`src/rtl/onboard_pkg.sv`:
```
// Shared types and constants for the board-level boundary-scan wrapper:
// TAP state encoding, register widths, IR opcodes and the arithmetic core.
package onboard_pkg;

    localparam int IR_W   = 4;
    localparam int BSR_W  = 9;
    localparam int CORE_W = 4;

    // Instruction opcodes; any code not listed here behaves as BYPASS
    localparam logic [IR_W-1:0] BYPASS         = 4'b1111;
    localparam logic [IR_W-1:0] SAMPLE_PRELOAD = 4'b0001;
    localparam logic [IR_W-1:0] EXTEST         = 4'b0010;

    // Fixed value loaded into the IR shift stage in CAPTURE_IR
    localparam logic [IR_W-1:0] IR_CAPTURE     = 4'b0001;

    // TAP controller states, using the customary 1149.1 encodings
    typedef enum logic [3:0] {
        EXIT2_DR         = 4'h0,
        EXIT1_DR         = 4'h1,
        SHIFT_DR         = 4'h2,
        PAUSE_DR         = 4'h3,
        SELECT_IR_SCAN   = 4'h4,
        UPDATE_DR        = 4'h5,
        CAPTURE_DR       = 4'h6,
        SELECT_DR_SCAN   = 4'h7,
        EXIT2_IR         = 4'h8,
        EXIT1_IR         = 4'h9,
        SHIFT_IR         = 4'hA,
        PAUSE_IR         = 4'hB,
        RUN_TEST_IDLE    = 4'hC,
        UPDATE_IR        = 4'hD,
        CAPTURE_IR       = 4'hE,
        TEST_LOGIC_RESET = 4'hF
    } tap_state_e;

    // Combinational core: op=1 adds, op=0 multiplies; both yield 4 bits
    function automatic logic [CORE_W-1:0] core_result(
        input logic [1:0] a,
        input logic [1:0] b,
        input logic       op
    );
        logic [CORE_W-1:0] a_ext;
        logic [CORE_W-1:0] b_ext;
        a_ext = {2'b00, a};
        b_ext = {2'b00, b};
        if (op) begin
            return a_ext + b_ext;
        end
        return a_ext * b_ext;
    endfunction

endpackage

```
`src/rtl/tap_controller.sv`:
```
// 16-state TAP controller. State advances on rising TCK; the strobes are
// plain decodes of the current state so the data registers can act on the
// same rising edge (capture/shift) or the following falling edge (update).
module tap_controller
    import onboard_pkg::*;
(
    input  logic       tck,
    input  logic       trst_n,
    input  logic       tms,
    output tap_state_e state,
    output logic       capture_ir,
    output logic       shift_ir,
    output logic       update_ir,
    output logic       capture_dr,
    output logic       shift_dr,
    output logic       update_dr
);

    tap_state_e state_q;
    tap_state_e state_d;

    // State register; TRST_N forces TEST_LOGIC_RESET immediately
    always_ff @(posedge tck or negedge trst_n) begin
        if (!trst_n) begin
            state_q <= TEST_LOGIC_RESET;
        end else begin
            state_q <= state_d;
        end
    end

    // Standard TMS-driven transitions
    always_comb begin
        state_d = state_q;
        case (state_q)
            TEST_LOGIC_RESET: state_d = tms ? TEST_LOGIC_RESET : RUN_TEST_IDLE;
            RUN_TEST_IDLE:    state_d = tms ? SELECT_DR_SCAN   : RUN_TEST_IDLE;
            SELECT_DR_SCAN:   state_d = tms ? SELECT_IR_SCAN   : CAPTURE_DR;
            CAPTURE_DR:       state_d = tms ? EXIT1_DR         : SHIFT_DR;
            SHIFT_DR:         state_d = tms ? EXIT1_DR         : SHIFT_DR;
            EXIT1_DR:         state_d = tms ? UPDATE_DR        : PAUSE_DR;
            PAUSE_DR:         state_d = tms ? EXIT2_DR         : PAUSE_DR;
            EXIT2_DR:         state_d = tms ? UPDATE_DR        : SHIFT_DR;
            UPDATE_DR:        state_d = tms ? SELECT_DR_SCAN   : RUN_TEST_IDLE;
            SELECT_IR_SCAN:   state_d = tms ? TEST_LOGIC_RESET : CAPTURE_IR;
            CAPTURE_IR:       state_d = tms ? EXIT1_IR         : SHIFT_IR;
            SHIFT_IR:         state_d = tms ? EXIT1_IR         : SHIFT_IR;
            EXIT1_IR:         state_d = tms ? UPDATE_IR        : PAUSE_IR;
            PAUSE_IR:         state_d = tms ? EXIT2_IR         : PAUSE_IR;
            EXIT2_IR:         state_d = tms ? UPDATE_IR        : SHIFT_IR;
            UPDATE_IR:        state_d = tms ? SELECT_DR_SCAN   : RUN_TEST_IDLE;
            default:          state_d = TEST_LOGIC_RESET;
        endcase
    end

    assign state      = state_q;
    assign capture_ir = (state_q == CAPTURE_IR);
    assign shift_ir   = (state_q == SHIFT_IR);
    assign update_ir  = (state_q == UPDATE_IR);
    assign capture_dr = (state_q == CAPTURE_DR);
    assign shift_dr   = (state_q == SHIFT_DR);
    assign update_dr  = (state_q == UPDATE_DR);

endmodule

```
`src/rtl/onboard_top.sv`:
```
// Board top: 2-bit arithmetic core on the switches, result on LED[15:12],
// wrapped by a 9-cell boundary-scan register driven from the JB header TAP.
// Under EXTEST the LED result pins come from the BSR update latches.
module onboard_top
    import onboard_pkg::*;
(
    input  logic        JB_TCK,
    input  logic        JB_TRST_N,
    input  logic        JB_TMS,
    input  logic        JB_TDI,
    output logic        JB_TDO,
    input  logic [15:0] SW,
    output logic [15:0] LED
);

    tap_state_e        tap_state;
    logic              capture_ir;
    logic              shift_ir;
    logic              update_ir;
    logic              capture_dr;
    logic              shift_dr;
    logic              update_dr;

    logic [IR_W-1:0]   ir_sh_q;
    logic [IR_W-1:0]   ir_sh_d;
    logic [IR_W-1:0]   ir_q;
    logic [IR_W-1:0]   ir_d;
    logic [BSR_W-1:0]  bsr_sh_q;
    logic [BSR_W-1:0]  bsr_sh_d;
    logic [BSR_W-1:0]  bsr_upd_q;
    logic [BSR_W-1:0]  bsr_upd_d;
    logic              byp_q;
    logic              byp_d;
    logic              tdo_q;
    logic              tdo_d;

    logic [CORE_W-1:0] core_res;
    logic [CORE_W-1:0] from_BSR_to_SYS;
    logic              bsr_sel;
    logic              extest_act;
    logic              unused_sw;

    tap_controller u_tap (
        .tck        (JB_TCK),
        .trst_n     (JB_TRST_N),
        .tms        (JB_TMS),
        .state      (tap_state),
        .capture_ir (capture_ir),
        .shift_ir   (shift_ir),
        .update_ir  (update_ir),
        .capture_dr (capture_dr),
        .shift_dr   (shift_dr),
        .update_dr  (update_dr)
    );

    // Core always sees the live switches; there is no INTEST path
    assign core_res  = core_result(SW[15:14], SW[13:12], SW[11]);
    assign unused_sw = ^SW[10:0];

    // Instruction decode: only SAMPLE_PRELOAD and EXTEST select the BSR
    assign extest_act = (ir_q == EXTEST);
    assign bsr_sel    = (ir_q == SAMPLE_PRELOAD) || extest_act;

    // Result mux onto the LEDs
    assign from_BSR_to_SYS = extest_act ? bsr_upd_q[CORE_W-1:0] : core_res;
    assign LED             = {from_BSR_to_SYS, 12'h000};
    assign JB_TDO          = tdo_q;

    // Rising-edge next values: capture and shift for IR, BSR and bypass
    always_comb begin
        ir_sh_d  = ir_sh_q;
        bsr_sh_d = bsr_sh_q;
        byp_d    = byp_q;
        if (capture_ir) begin
            ir_sh_d = IR_CAPTURE;
        end else if (shift_ir) begin
            ir_sh_d = {JB_TDI, ir_sh_q[IR_W-1:1]};
        end
        if (bsr_sel) begin
            if (capture_dr) begin
                bsr_sh_d = {SW[15:11], core_res};
            end else if (shift_dr) begin
                bsr_sh_d = {JB_TDI, bsr_sh_q[BSR_W-1:1]};
            end
        end else begin
            if (capture_dr) begin
                byp_d = 1'b0;
            end else if (shift_dr) begin
                byp_d = JB_TDI;
            end
        end
    end

    // Shift stages; reset discards any partial shift
    always_ff @(posedge JB_TCK or negedge JB_TRST_N) begin
        if (!JB_TRST_N) begin
            ir_sh_q  <= IR_CAPTURE;
            bsr_sh_q <= '0;
            byp_q    <= 1'b0;
        end else begin
            ir_sh_q  <= ir_sh_d;
            bsr_sh_q <= bsr_sh_d;
            byp_q    <= byp_d;
        end
    end

    // Falling-edge next values: IR/BSR update latches and TDO
    always_comb begin
        ir_d      = ir_q;
        bsr_upd_d = bsr_upd_q;
        tdo_d     = 1'b0;
        if (tap_state == TEST_LOGIC_RESET) begin
            ir_d = BYPASS;
        end else if (update_ir) begin
            ir_d = ir_sh_q;
        end
        if (update_dr && bsr_sel) begin
            bsr_upd_d = bsr_sh_q;
        end
        if (shift_ir) begin
            tdo_d = ir_sh_q[0];
        end else if (shift_dr) begin
            tdo_d = bsr_sel ? bsr_sh_q[0] : byp_q;
        end
    end

    // Update latches and TDO change on falling TCK
    always_ff @(negedge JB_TCK or negedge JB_TRST_N) begin
        if (!JB_TRST_N) begin
            ir_q      <= BYPASS;
            bsr_upd_q <= '0;
            tdo_q     <= 1'b0;
        end else begin
            ir_q      <= ir_d;
            bsr_upd_q <= bsr_upd_d;
            tdo_q     <= tdo_d;
        end
    end

endmodule

```
`config.mk`:
```
export PLATFORM = sky130hd
export DESIGN_NAME = onboard_top
export DESIGN_NICKNAME = d
export VERILOG_FILES = /design/src/rtl/onboard_pkg.sv /design/src/rtl/tap_controller.sv /design/src/rtl/onboard_top.sv
export SDC_FILE = /design/constraint.sdc
export NUM_CORES = 1
export LEC_CHECK = 0
export ABC_AREA = 1
export BUFFER_PORTS_ARGS = -buffer_cell sky130_fd_sc_hd__buf_2
export CAP_MARGIN = 0
export CORE_MARGIN = 2
export CORE_UTILIZATION = 47
export DETAILED_ROUTE_END_ITERATION = 8
export PLACE_DENSITY = 0.82
export SYNTH_ARGS = -nofsm -noshare
export SYNTH_HDL_FRONTEND = slang
export SYNTH_SLANG_ARGS = --single-unit
export TNS_END_PERCENT = 30
```
`constraint.sdc`:
```
create_clock -name JB_TCK -period 3.6 [get_ports JB_TCK]
set_input_delay 0.54 -clock JB_TCK [delete_from_list [all_inputs] [get_ports JB_TCK]]
set_output_delay 0.54 -clock JB_TCK [all_outputs]
set_load 0.03 [all_outputs]
```
==> qor.csv <==
metric,value,unit
Setup-failing EPs final,4,
failing checks,negative setup slack,
Critical-path top delay cell,dfstp_2,
Pleak,0.974,nW
internal power,0.000724,W
GP Congestion,0.936,
clk buf depth,2,
die area,4040,µm²
die height,63.6,µm
clk sinks,27,
pre-CTS worst setup slack,0.0413,ns
CTS tree,yes,
Most Crowded Layer GR,met2,
P_sw,0.000574,W
Rows,21,
CP Class,reg -> out,
RSZ-0062 raised after global routing,true,
CP endpoint kind,output pin,
Worst-path clk slew,0.15,ns
GRT Util Overall,15.7,%
sequential fraction of design power,45.0,%
met1 GRT Util,19.8,%
CP cell instances,nor2_4 > nand3_4 > nand2_1 > o21ai_1 > buf_4,
outcome,finished with violations,
grt total ovfl,0,
share of layout cells above drive strength 1,16.1,%
max-cap violation count,0,
Remaining DRCs,0,
largest net degree at the start of global routing,28,
Synth area leaders,"nand2_1 (21%), dfrtp_1 (20%), dfstp_2 (14%), dfrtn_1 (7.5%), inv_1 (7.0%)",
Max Slew Vio Count,0,
Mapped Cells,230,
Multi-input gate area,803,µm²
"slowest stage delay, CP",0.55,ns
H-tree levels,1,
post-synth top area cell,nand2_1,
hpwl dp,2.30,mm
Final Hold Viols,0,
Final Util,53.8,%
Syn-to-layout area delta,8.48,%
diode count,0,
clock root buffer,clkbuf_4,
Synth Register Bits,27,
worst hold slack,0.196,ns
clk_skew,0.0631,ns
"Max FO, Critical Path",8,
Critical Path AT,3.17,ns
Synth top area share,20.9,%
I/O Buffers,13,
Worst Setup Start Kind,flip-flop,
initial antenna violation count,0,
global-route wire length before repair,5.11,mm
Hold WC Path Type,in -> async,
cts bufs inserted,3,
synthesized area per cell,7.25,µm²
worst-margin pin slew,0.598,ns
DRT Wirelength,3.00,mm
worst skew pair latency,0.37,ns
switching part of the total power,44.2,%
Max VDD drop,0.360,mV
final net count,275,
Clock power frac,11.1,%
vias per cell,4.77,
FF+latch area,687,µm²
PD cells,717,nW/µm²
fill count,343,
DR WL/cell,10.2,µm
core area,3360,µm²
routed via count,1408,
synthesized area,1670,µm²
Logic pwr share,43.9,%
"Seq/Total Area, Yosys",41.2,%
die width,63.6,µm
Yosys warning count,0,
Slew headroom,60.1,%
CP required,3.06,ns
Antenna Violating Nets Remaining,0,
IO Pins,37,
vias in the first global route,1250,
GR Layer Usage met3,2.32,%
initial DRC count,63,
Power Total,0.00130,W
Initial Util,49.6,%
cts hold-fix bufs,0,
Setup TNS Final,-0.389,ns
Yosys cell types,26,
Setup WS post-layout,-0.105,ns
DR pass1 iterations,4,
met2 Track Usage GR,27.6,%
[layer usage]
metal  vias up  routed length, µm
met5         -                  0
met4         0                 47
met3         6                143
met2        43               1430
met1       637               1380
li1        722                  -
[synthesized netlist by cell type (all sizes together)]
| cell | number |
|---|---|
| ha | 4 |
| a21oi | 1 |
| nand3 | 8 |
| nor3 | 2 |
| clkbuf | 1 |
| buf | 14 |
| conb | 1 |
| nand2 | 96 |
| dfstp | 9 |
| nand4 | 3 |
| dfrtp | 13 |
| nor2 | 16 |
| a22oi | 5 |
| inv | 33 |
| o22ai | 2 |
| fa | 1 |
| o21ai | 16 |
| dfrtn | 5 |
[registers in the layout (all words and copies together) (netlist names)]
register,count
ir_sh_q,4
ir_q,4
bsr_upd_q,4
byp_q,1
JB_TDO,1
bsr_sh_q,9
u_tap.state,4
[stage by stage]
step                      cells  cell area (µm²)
after detailed placement    286             1730
after floorplan             241             1710
after global routing        295             1810
after CTS                   295             1810
final                       295             1810
after global placement      286             1730
[cell families after synthesis]
group | count (synthesis) | share of synthesized area, %
simple gates | 125 | 31.7
flops | 27 | 41.2
buf+inv | 48 | 14.3
fa+ha+maj | 5 | 4.20
other cells | 1 | 0.225
compound gates | 24 | 8.33
[power by group through the flow]
stage	clock network (W)	logic, W	registers (W)
2_1_floorplan	0.00000864	0.000462	0.000555
3_3_place_gp	0.00000864	0.000527	0.000571
3_5_place_dp	0.00000864	0.000542	0.000580
4_1_cts	0.000147	0.000570	0.000584
5_1_grt	0.000164	0.000655	0.000598
6_report	0.000145	0.000570	0.000584
[area by class of cell]
cell class	instances	area share [%]
tap	46	3.18
timing repair buffer	16	5.39
sequential	27	38.0
inverter	32	6.78
clock buffer	3	1.24
clock inverter	5	1.04
multi-input combinational	166	44.4
[timing repair]
action | 4_1_cts | 5_1_grt
endpoints found under the setup margin | 4 | 4
setup buffers | 2 | 0
pin swaps | 3 | 0
gates resized for setup | 13 | 0
[worst max-delay path: cells and delay by family, from the launching register on]
kind	cells	cell delay, ns
AOI/OAI and AO/OA	1	0.07
and+or+nand+nor	3	0.21
DFF	1	0.55
buffers and inverters	1	0.17
[final timing paths]
path	startpoint	end	slack, ns	cells after the start
worst min-delay path	JB_TRST_N	bsr_sh_q[8]	0.20	1
max in group asynchronous	JB_TRST_N	ir_q[0]	1.25	1
min in group JB_TCK	JB_TDI	ir_sh_q[3]	0.47	3
worst max-delay path	ir_q[3]	LED[15]	-0.11	5
worst max register to register	ir_q[0]	bsr_sh_q[1]	0.30	9
worst min register to register	bsr_sh_q[7]	bsr_sh_q[7]	0.49	2
[layout by cell type, fill, tap and decap left out, types with 5 or more instances in the layout]
cell,n
nor2_1,12
dfrtp_1,13
dfrtn_1,5
inv_1,33
buf_4,7
o21ai_0,10
nand2_1,93
dfstp_2,9
a22oi_1,5
nand3_1,7
o21ai_1,5
buf_2,9
conb_1,12
(Power assumes the default switching activity.)
